$ cat src/rtl/io_port_controller.sv
// Processor-side I/O block: input-device FIFO feeding the CPU In port, and a
// CPU Out FIFO drained to an output device, plus the input-arrival interrupt.

module io_port_fifo #(
  parameter int DEPTH = 4,
  parameter int WIDTH = 16
) (
  input  logic                     clk,
  input  logic                     rst_n,
  input  logic                     push,
  input  logic                     pop,
  input  logic [WIDTH-1:0]         wr_data,
  output logic [WIDTH-1:0]         rd_data,
  output logic [$clog2(DEPTH):0]   count
);
  localparam int AW = $clog2(DEPTH);

  logic [WIDTH-1:0] mem [DEPTH];
  logic [AW:0]      wr_ptr;
  logic [AW:0]      rd_ptr;

  // The top bit is the wrap bit, so plain binary increment wraps the index
  // and toggles it.
  always_ff @(posedge clk or negedge rst_n) begin
    if (!rst_n) begin
      wr_ptr <= '0;
      rd_ptr <= '0;
    end else begin
      if (push) wr_ptr <= wr_ptr + 1'b1;
      if (pop)  rd_ptr <= rd_ptr + 1'b1;
    end
  end

  // Contents are discarded by resetting the pointers; storage keeps stale data.
  always_ff @(posedge clk) begin
    if (push) mem[wr_ptr[AW-1:0]] <= wr_data;
  end

  assign rd_data = mem[rd_ptr[AW-1:0]];
  assign count   = wr_ptr - rd_ptr;
endmodule

module io_port_controller #(
  parameter int DEPTH = 4,
  parameter int WIDTH = 16
) (
  input  logic                     Clk,
  input  logic                     Rst,
  input  logic [WIDTH-1:0]         dev_in_data,
  input  logic                     dev_in_valid,
  output logic                     dev_in_ready,
  output logic [WIDTH-1:0]         cpu_in,
  input  logic                     cpu_in_rd,
  input  logic [WIDTH-1:0]         cpu_out,
  input  logic                     cpu_out_wr,
  output logic [WIDTH-1:0]         dev_out_data,
  output logic                     dev_out_valid,
  input  logic                     dev_out_ready,
  input  logic                     int_en,
  output logic                     Int,
  output logic [$clog2(DEPTH):0]   in_count,
  output logic                     ovf,
  input  logic                     ovf_clr
);
  localparam int AW = $clog2(DEPTH);
  localparam logic [AW:0] CNT_FULL = DEPTH[AW:0];

  logic [WIDTH-1:0] in_head;
  logic [WIDTH-1:0] out_head;
  logic [AW:0]      in_cnt;
  logic [AW:0]      out_cnt;
  logic             in_full;
  logic             in_empty;
  logic             out_full;
  logic             out_empty;
  logic             in_push;
  logic             in_pop;
  logic             out_push;
  logic             out_pop;
  logic             out_drop;

  // Full/empty come from registered pointers only, so reset clears them at once.
  assign in_full   = (in_cnt == CNT_FULL);
  assign in_empty  = (in_cnt == '0);
  assign out_full  = (out_cnt == CNT_FULL);
  assign out_empty = (out_cnt == '0);

  assign in_push  = dev_in_valid && !in_full;
  assign in_pop   = cpu_in_rd && !in_empty;
  assign out_pop  = !out_empty && dev_out_ready;
  // A drain on the same edge frees the slot the write lands in.
  assign out_push = cpu_out_wr && (!out_full || out_pop);
  assign out_drop = cpu_out_wr && out_full && !out_pop;

  io_port_fifo #(.DEPTH(DEPTH), .WIDTH(WIDTH)) u_in_fifo (
    .clk     (Clk),
    .rst_n   (Rst),
    .push    (in_push),
    .pop     (in_pop),
    .wr_data (dev_in_data),
    .rd_data (in_head),
    .count   (in_cnt)
  );

  io_port_fifo #(.DEPTH(DEPTH), .WIDTH(WIDTH)) u_out_fifo (
    .clk     (Clk),
    .rst_n   (Rst),
    .push    (out_push),
    .pop     (out_pop),
    .wr_data (cpu_out),
    .rd_data (out_head),
    .count   (out_cnt)
  );

  assign dev_in_ready  = !in_full;
  assign cpu_in        = in_empty ? '0 : in_head;
  assign in_count      = in_cnt;
  assign dev_out_valid = !out_empty;
  assign dev_out_data  = out_empty ? '0 : out_head;

  // Interrupt only on the empty-to-non-empty transition of the input FIFO.
  always_ff @(posedge Clk or negedge Rst) begin
    if (!Rst) begin
      Int <= 1'b0;
    end else begin
      Int <= in_push && in_empty && int_en;
    end
  end

  // A new drop wins over a clear on the same edge.
  always_ff @(posedge Clk or negedge Rst) begin
    if (!Rst) begin
      ovf <= 1'b0;
    end else if (out_drop) begin
      ovf <= 1'b1;
    end else if (ovf_clr) begin
      ovf <= 1'b0;
    end
  end
endmodule

$ cat config.mk
export PLATFORM = sky130hd
export DESIGN_NAME = io_port_controller
export DESIGN_NICKNAME = d
export VERILOG_FILES = /design/src/rtl/io_port_controller.sv
export SDC_FILE = /design/constraint.sdc
export NUM_CORES = 1
export LEC_CHECK = 0
export ABC_AREA = 1
export BUFFER_PORTS_ARGS = -buffer_cell sky130_fd_sc_hd__buf_2
export CORE_ASPECT_RATIO = 1.5
export CORE_MARGIN = 3
export CORE_UTILIZATION = 52
export CTS_CLUSTER_DIAMETER = 200
export DETAILED_ROUTE_END_ITERATION = 7
export GPL_TIMING_DRIVEN = 0
export HOLD_SLACK_MARGIN = 0.03
export PLACE_DENSITY = 0.8
export RECOVER_POWER = 25
export SYNTH_ARGS = -nofsm -noshare
export SYNTH_HDL_FRONTEND = slang
export SYNTH_SLANG_ARGS = --single-unit
$ cat constraint.sdc
create_clock -name Clk -period 2.7 [get_ports Clk]
set_input_delay 0.54 -clock Clk [delete_from_list [all_inputs] [get_ports Clk]]
set_output_delay 0.54 -clock Clk [all_outputs]
set_load 0.01 [all_outputs]
# Word-level counts from Yosys, hierarchy flattened
# Memory sizes are Yosys's and may differ from the RTL's.
# Index checks and enable logic that the tools add are counted.
# Widths: inputs -> output; s select.
# totals
reg_bits	14
ram_bits	128
in_bits	40
n_memories	2
# memory_table
memory	words	word_bits	read_ports	rd_ports_with_merged_regs	wr	line	text
u_in_fifo.mem	4	16	1	0	1	18	logic [WIDTH-1:0] mem [DEPTH];
u_out_fifo.mem	4	16	1	0	1	18	
# op_classes
addsub	6
n_eq_ne	2
muxes	8
reduce_logical	17
# ops
cell	count
$mux 16	2
$add 3x1->3 const B	4
$logic_and 1x1->1	8
$eq 3x3->1 const B	2
$logic_not 3->1	2
$mux 1	6
$sub 3x3->3	2
$logic_not 1->1	5
$reduce_bool 2->1	1
$logic_or 1x1->1	1

# Logic depth before layout (Yosys ltp)
# depth
depth_word	8
mapped_depth	10
ltp_nobuf	10

# Cells and area by module
# Synthesis repeated with hierarchy kept, for this count alone.
# unflattened
cells_unflattened	688
area_unflattened_um2	6663.9
# modules_own_cells
module	n_inst	cells_each	area_each_um2	seq_area_each_um2
io_port_fifo	2	299	3120.5	2072.0
io_port_controller	1	90	422.9	50.0

# Worst setup path after synthesis
# OpenSTA, ideal clock, no wires.
# synth_path
path_type	flip-flop to flip-flop
startpoint	reg u_out_fifo.rd_ptr[1]
endpoint	mem u_out_fifo.mem[0][0] (enable)
arrival_time_ns	2.161
t_required_ns	2.311
path_slack_ns	0.151
path_stages_with_launch	9
n_path_buf	1
synth_period_minus_slack_ns	2.549
cell_sequence	dfrtp_1 inv_1 buf_4 ha_1 a21oi_1 nand2_1 nand3_2 nand2_4 nor2_1
# synth_via
elab_chain_len	8
word_cells_on_any_way	10
classes_between	add/sub (1); eq/ne (1); mux (2); reduce/logical (6)
# synth_lines
item	line	text
from (decl)	20	logic [AW:0] rd_ptr;
from (signal assigned)	30	if (pop) rd_ptr <= rd_ptr + 1'b1;
$sub 3x3->3 (*)	40	assign count = wr_ptr - rd_ptr;
$logic_not 3->1	86	assign out_empty = (out_cnt == '0);
$logic_not 1->1	90	assign out_pop = !out_empty && dev_out_ready;
$logic_and 1x1->1	90	
$logic_or 1x1->1 (*)	92	assign out_push = cpu_out_wr && (!out_full || out_pop);
$logic_and 1x1->1 (*)	92	
$mux 1 (*)	36	if (push) mem[wr_ptr[AW-1:0]] <= wr_data;
$mux 1 (implied by the code) (*)	36	
to (decl)	18	
# Mark *: on every way between the ends. The rest lies on a longest branch, timed or not.

# Worst setup path in the final report
# layout_path
startpoint	reg u_in_fifo.rd_ptr[0]
endpoint	out cpu_in[9]
# layout_via
elab_chain_len	3
word_cells_on_any_way	4
classes_between	add/sub (1); mux (1); reduce/logical (1); memory (1)
# layout_lines
item	line	text
from (decl)	20	
from (signal assigned)	30	
$sub 3x3->3	40	
$logic_not 3->1	84	assign in_empty = (in_cnt == '0);
$mux 16 (*)	116	assign cpu_in = in_empty ? '0 : in_head;
to (decl)	52	output logic [WIDTH-1:0] cpu_in,
# Marks and branches as above.

==> out/results.env <==
POWER_FRAC_SEQ=0.300
DIE_AREA_SQ_MM=0.0130
GRT_ANTENNA_BEFORE_REPAIR=0
HTREEDEPTH=4
SETUP-VIOLATIONS-FINAL=0
SYNTH_XOR_AREA_FRAC=0.00577
FINAL.MIN_CLOCK_PERIOD_NS=2.69
DETAILEDPLACE.WORSTSLACK_NS=-0.278
MOST_COMMON_LIBRARY_CELL_IN_THE_LAYOUT_IGNORING_FILL_AND_TAPS='edfxtp_1'
TIMING.FINAL.WS_SETUP_NS=0.00592
POST_SYNTH_MUX_AREA_SHARE=0
MAXSLEWHEADROOM=0.343
WORSTPATHREQUIRED_NS=2.16
DRIVE_GT1_FRAC=0.278
NUMBER_OF_DISTINCT_LIBRARY_CELLS_AFTER_SYNTHESIS=23
COREAREA_SQ_MM=0.0112
FINAL_NETS=696
DRT-PASS1-ITER-COUNT=5
SYNTH.TOP_CELL.AREA_SHARE=0.633
MAPPED_CELLS=527
DIEHEIGHT_UM=138
DATA_ARRIVAL_TIME_AT_THE_WORST_SLACK_ENDPOINT_NS=2.15
SYNTH-ADDER-AREA-SHARE=0.0301
POWER.STATIC_LEAKAGE_nW=3.13
SYNTHESIS.AREA_SQ_MM=0.00607
TOTAL_COUNT_OF_HOLD_CHECK_FAILURES_IN_THE_FINAL_REPORT=0
MAXCLOCKFREQUENCY_GHz=0.371
P_INT_W=0.00643
CTS_TREE='yes'
STATUS='finished clean'
WIRELENGTH_UM=13600
R2R_SETUP_SLACK_NS=0.13
CLK_PIN_SLEW_WORST_PATHS_NS=0.06
FLIP_FLOP_AND_LATCH_COUNT_AFTER_SYNTHESIS=142
SYNTH_SIMPLE_GATE_AREA_FRAC=0.128
SYNTH.YOSYS.WARNINGS=0
CLASS_OF_THE_TIGHTEST_HOLD_OR_REMOVAL_CHECK='input pin to async pin'
ITERATION_0_DRC_MARKERS=239
RSZ0062_AT_GRT='true'
PWR-SHARE-COMB=0.480
WORST-PATH-MAX-FANOUT=5
LAYOUT-AREA-OVERHEAD-VS-SYNTH_PCT=24.6
SLEW_OF_THE_PIN_WITH_THE_LOWEST_SLEW_MARGIN_NS=0.985
CTS_INSERTED_BUFFERS=17
SWSHARE=0.398
START_UTIL=0.540
DETAIL_ROUTE.VIAS_PER_CELL=5.29
FINALCLOCKSKEW_NS=0.0104
CRITPATHLAUNCHTYPE='flip-flop'
PATH_CELLS='ha_4, fa_1, nand2_1, inv_2, nand3_4, buf_6, nand2_2, inv_2, buf_6'
CRIT_SLOWEST_CELL='fa_1'
YS_SEQ_AREA_FRAC=0.691
POST_SYNTHESIS_NET_COUNT=581
WORST-SETUP-PATH-TYPE='flip-flop to output pin'
ANTENNA_DIODE_COUNT=0
HALF_PERIMETER_WIRE_LENGTH_AFTER_DETAILED_PLACEMENT_UM=8620
FINAL_CELL_AREA_SQ_MM=0.00756
INSERTION_DELAY_NS=0.42
MAXIMUM_NUMBER_OF_PINS_ON_ONE_NET_BEFORE_GLOBAL_ROUTE_REPAIR=17
GRT_REMAINING_OVERFLOW=0
TOP_LEVEL_PORTS=79
GRT_FIRST_PASS_WIRELENGTH_UM=21100
CTS-ROOT-TO-SINK-BUFFERS=2
PORT_BUFFERS=78
CAP_VIOL_MAX_COUNT=0
GPL.FINAL_WEIGHTED_CONGESTION=0.769
SYNTH_TOP_CELLS_BY_AREA='edfxtp_1 (63%), dfrtp_1 (5.8%), nor2_1 (5.4%)'
ANT_NETS=0
FLOORPLAN.DIE.WIDTH_UM=94.2
VIA_COUNT=4243
SWITCHINGPOWER_W=0.00425
SLOWEST_DELAY_NS=0.49
POWER_FRAC_CLOCK=0.220
GR-USAGE-ALL-LAYERS=0.213
CLOCKROOTBUFFER='clkbuf_16'
WIRE_PER_INST_UM=17.0
CTS.SINKS=142
ROWS=47
POWER.DENSITY_mW_PER_MM2=1410
SYNTH-COMPOUND-AREA-SHARE=0.0843
FINALMAXSLEWVIOLATIONS=0
HOLDBUFCOUNTCTS=0
FIN_CRIT_SH=0.998
PLACEMENT.CELL_AREA_SQ_MM=0.00670
SYN-MEAN-INSTANCE-AREA_SQ_UM=11.5
ROUTE.DETAILED.DRC=0
NUMBER_OF_GLOBAL_ROUTE_VIAS_BEFORE_REPAIR=4429
LAYOUT.CORE_UTILIZATION=0.673
MOST-COMMON-LAYOUT-CELLS='edfxtp_1 (128), nor2_1 (82), buf_2 (62), nand2_1 (61), o21ai_0 (51)'
POST-SYNTH-TOP-AREA-CELL='edfxtp_1'
P_TOTAL_W=0.0107
PEAKVDDDROP_mV=0.873
WORST_SETUP_PATH_END_KIND='output pin'
SYNTH_TOP_FAMILY_BY_AREA='simple AND/OR/NAND/NOR gates'
==> cells by family after synthesis <==
group,after synthesis
buffers and inverters,82
AOI/OAI and AO/OA,98
and+or+nand+nor,187
xor gates and xnor gates,4
DFF,142
adders and majority gates,14
==> worst paths after layout <==
kind | to | from | depth (start not counted)
worst max register to register | u_in_fifo.mem[2][1] | u_in_fifo.rd_ptr[0] | 8
worst min-delay path | Int | Rst | 1
worst min register to register | ovf | ovf | 2
max in group asynchronous | u_out_fifo.rd_ptr[1] | Rst | 1
worst max-delay path | cpu_in[9] | u_in_fifo.rd_ptr[0] | 9
min in group Clk | ovf | ovf_clr | 2
==> timing repair <==
item                       in CTS  in global routing
setup endpoints to repair      82                 53
pin swaps                       3                  5
gates cloned                    1                  1
gates resized for setup        11                 41
setup buffers                   8                  5
==> power by group through the flow <==
| stage | sequential, W | combinational (W) | clock, W |
|---|---|---|---|
| after floorplan | 0.00318 | 0.00274 | 0 |
| after global placement | 0.00323 | 0.00402 | 0 |
| after detailed placement | 0.00325 | 0.00421 | 0 |
| after CTS | 0.00320 | 0.00456 | 0.00238 |
| after global routing | 0.00325 | 0.00562 | 0.00249 |
| final | 0.00320 | 0.00513 | 0.00235 |
==> metrics by stage <==
stage	hold WS, ns	TNS, ns	cells
after floorplan	0.244	0	527
after global routing	0.257	-0.571	802
after CTS	0.0371	-0.0757	796
after global placement	0.465	-55.30	752
final	0.210	0	802
after detailed placement	0.476	-12.94	755
==> Yosys cell counts, drive strengths merged <==
library cell,n
edfxtp,128
o21ai,80
nand3,16
nand2,81
nor2,90
xor2,4
inv,60
o22ai,17
a21oi,1
ha,13
clkbuf,4
buf,18
dfrtp,14
fa,1
==> layout make-up <==
type / instances / area, sq um
buffer: 22 / 151
clock buffer: 17 / 425
clock inverter: 15 / 175
fill: 801 / 3670
inverter: 60 / 229
multi-input combinational: 303 / 1620
sequential: 142 / 4200
tap: 147 / 184
timing repair buffer: 96 / 582
==> worst max-delay path: cells and delay by family, from the launching register on <==
family / cells / cell delay (ns)
buf+inv: 4 / 0.41
simple gates: 3 / 0.25
flops: 1 / 0.42
fa+ha+maj: 2 / 0.67
==> registers in the layout (all words and copies together), names as in the netlist <==
register	flops
u_in_fifo.rd_ptr	3
ovf	1
Int	1
u_in_fifo.mem	64
u_out_fifo.mem	64
u_in_fifo.wr_ptr	3
u_out_fifo.wr_ptr	3
u_out_fifo.rd_ptr	3
==> routing by layer <==
metal / track usage / wire (um)
met3: 0.0511 / 692
met4: 0.0868 / 255
met1: 0.213 / 4950
met2: 0.408 / 7740
met5: 0 / 0
Note: power is estimated with default switching activity, not from simulation.
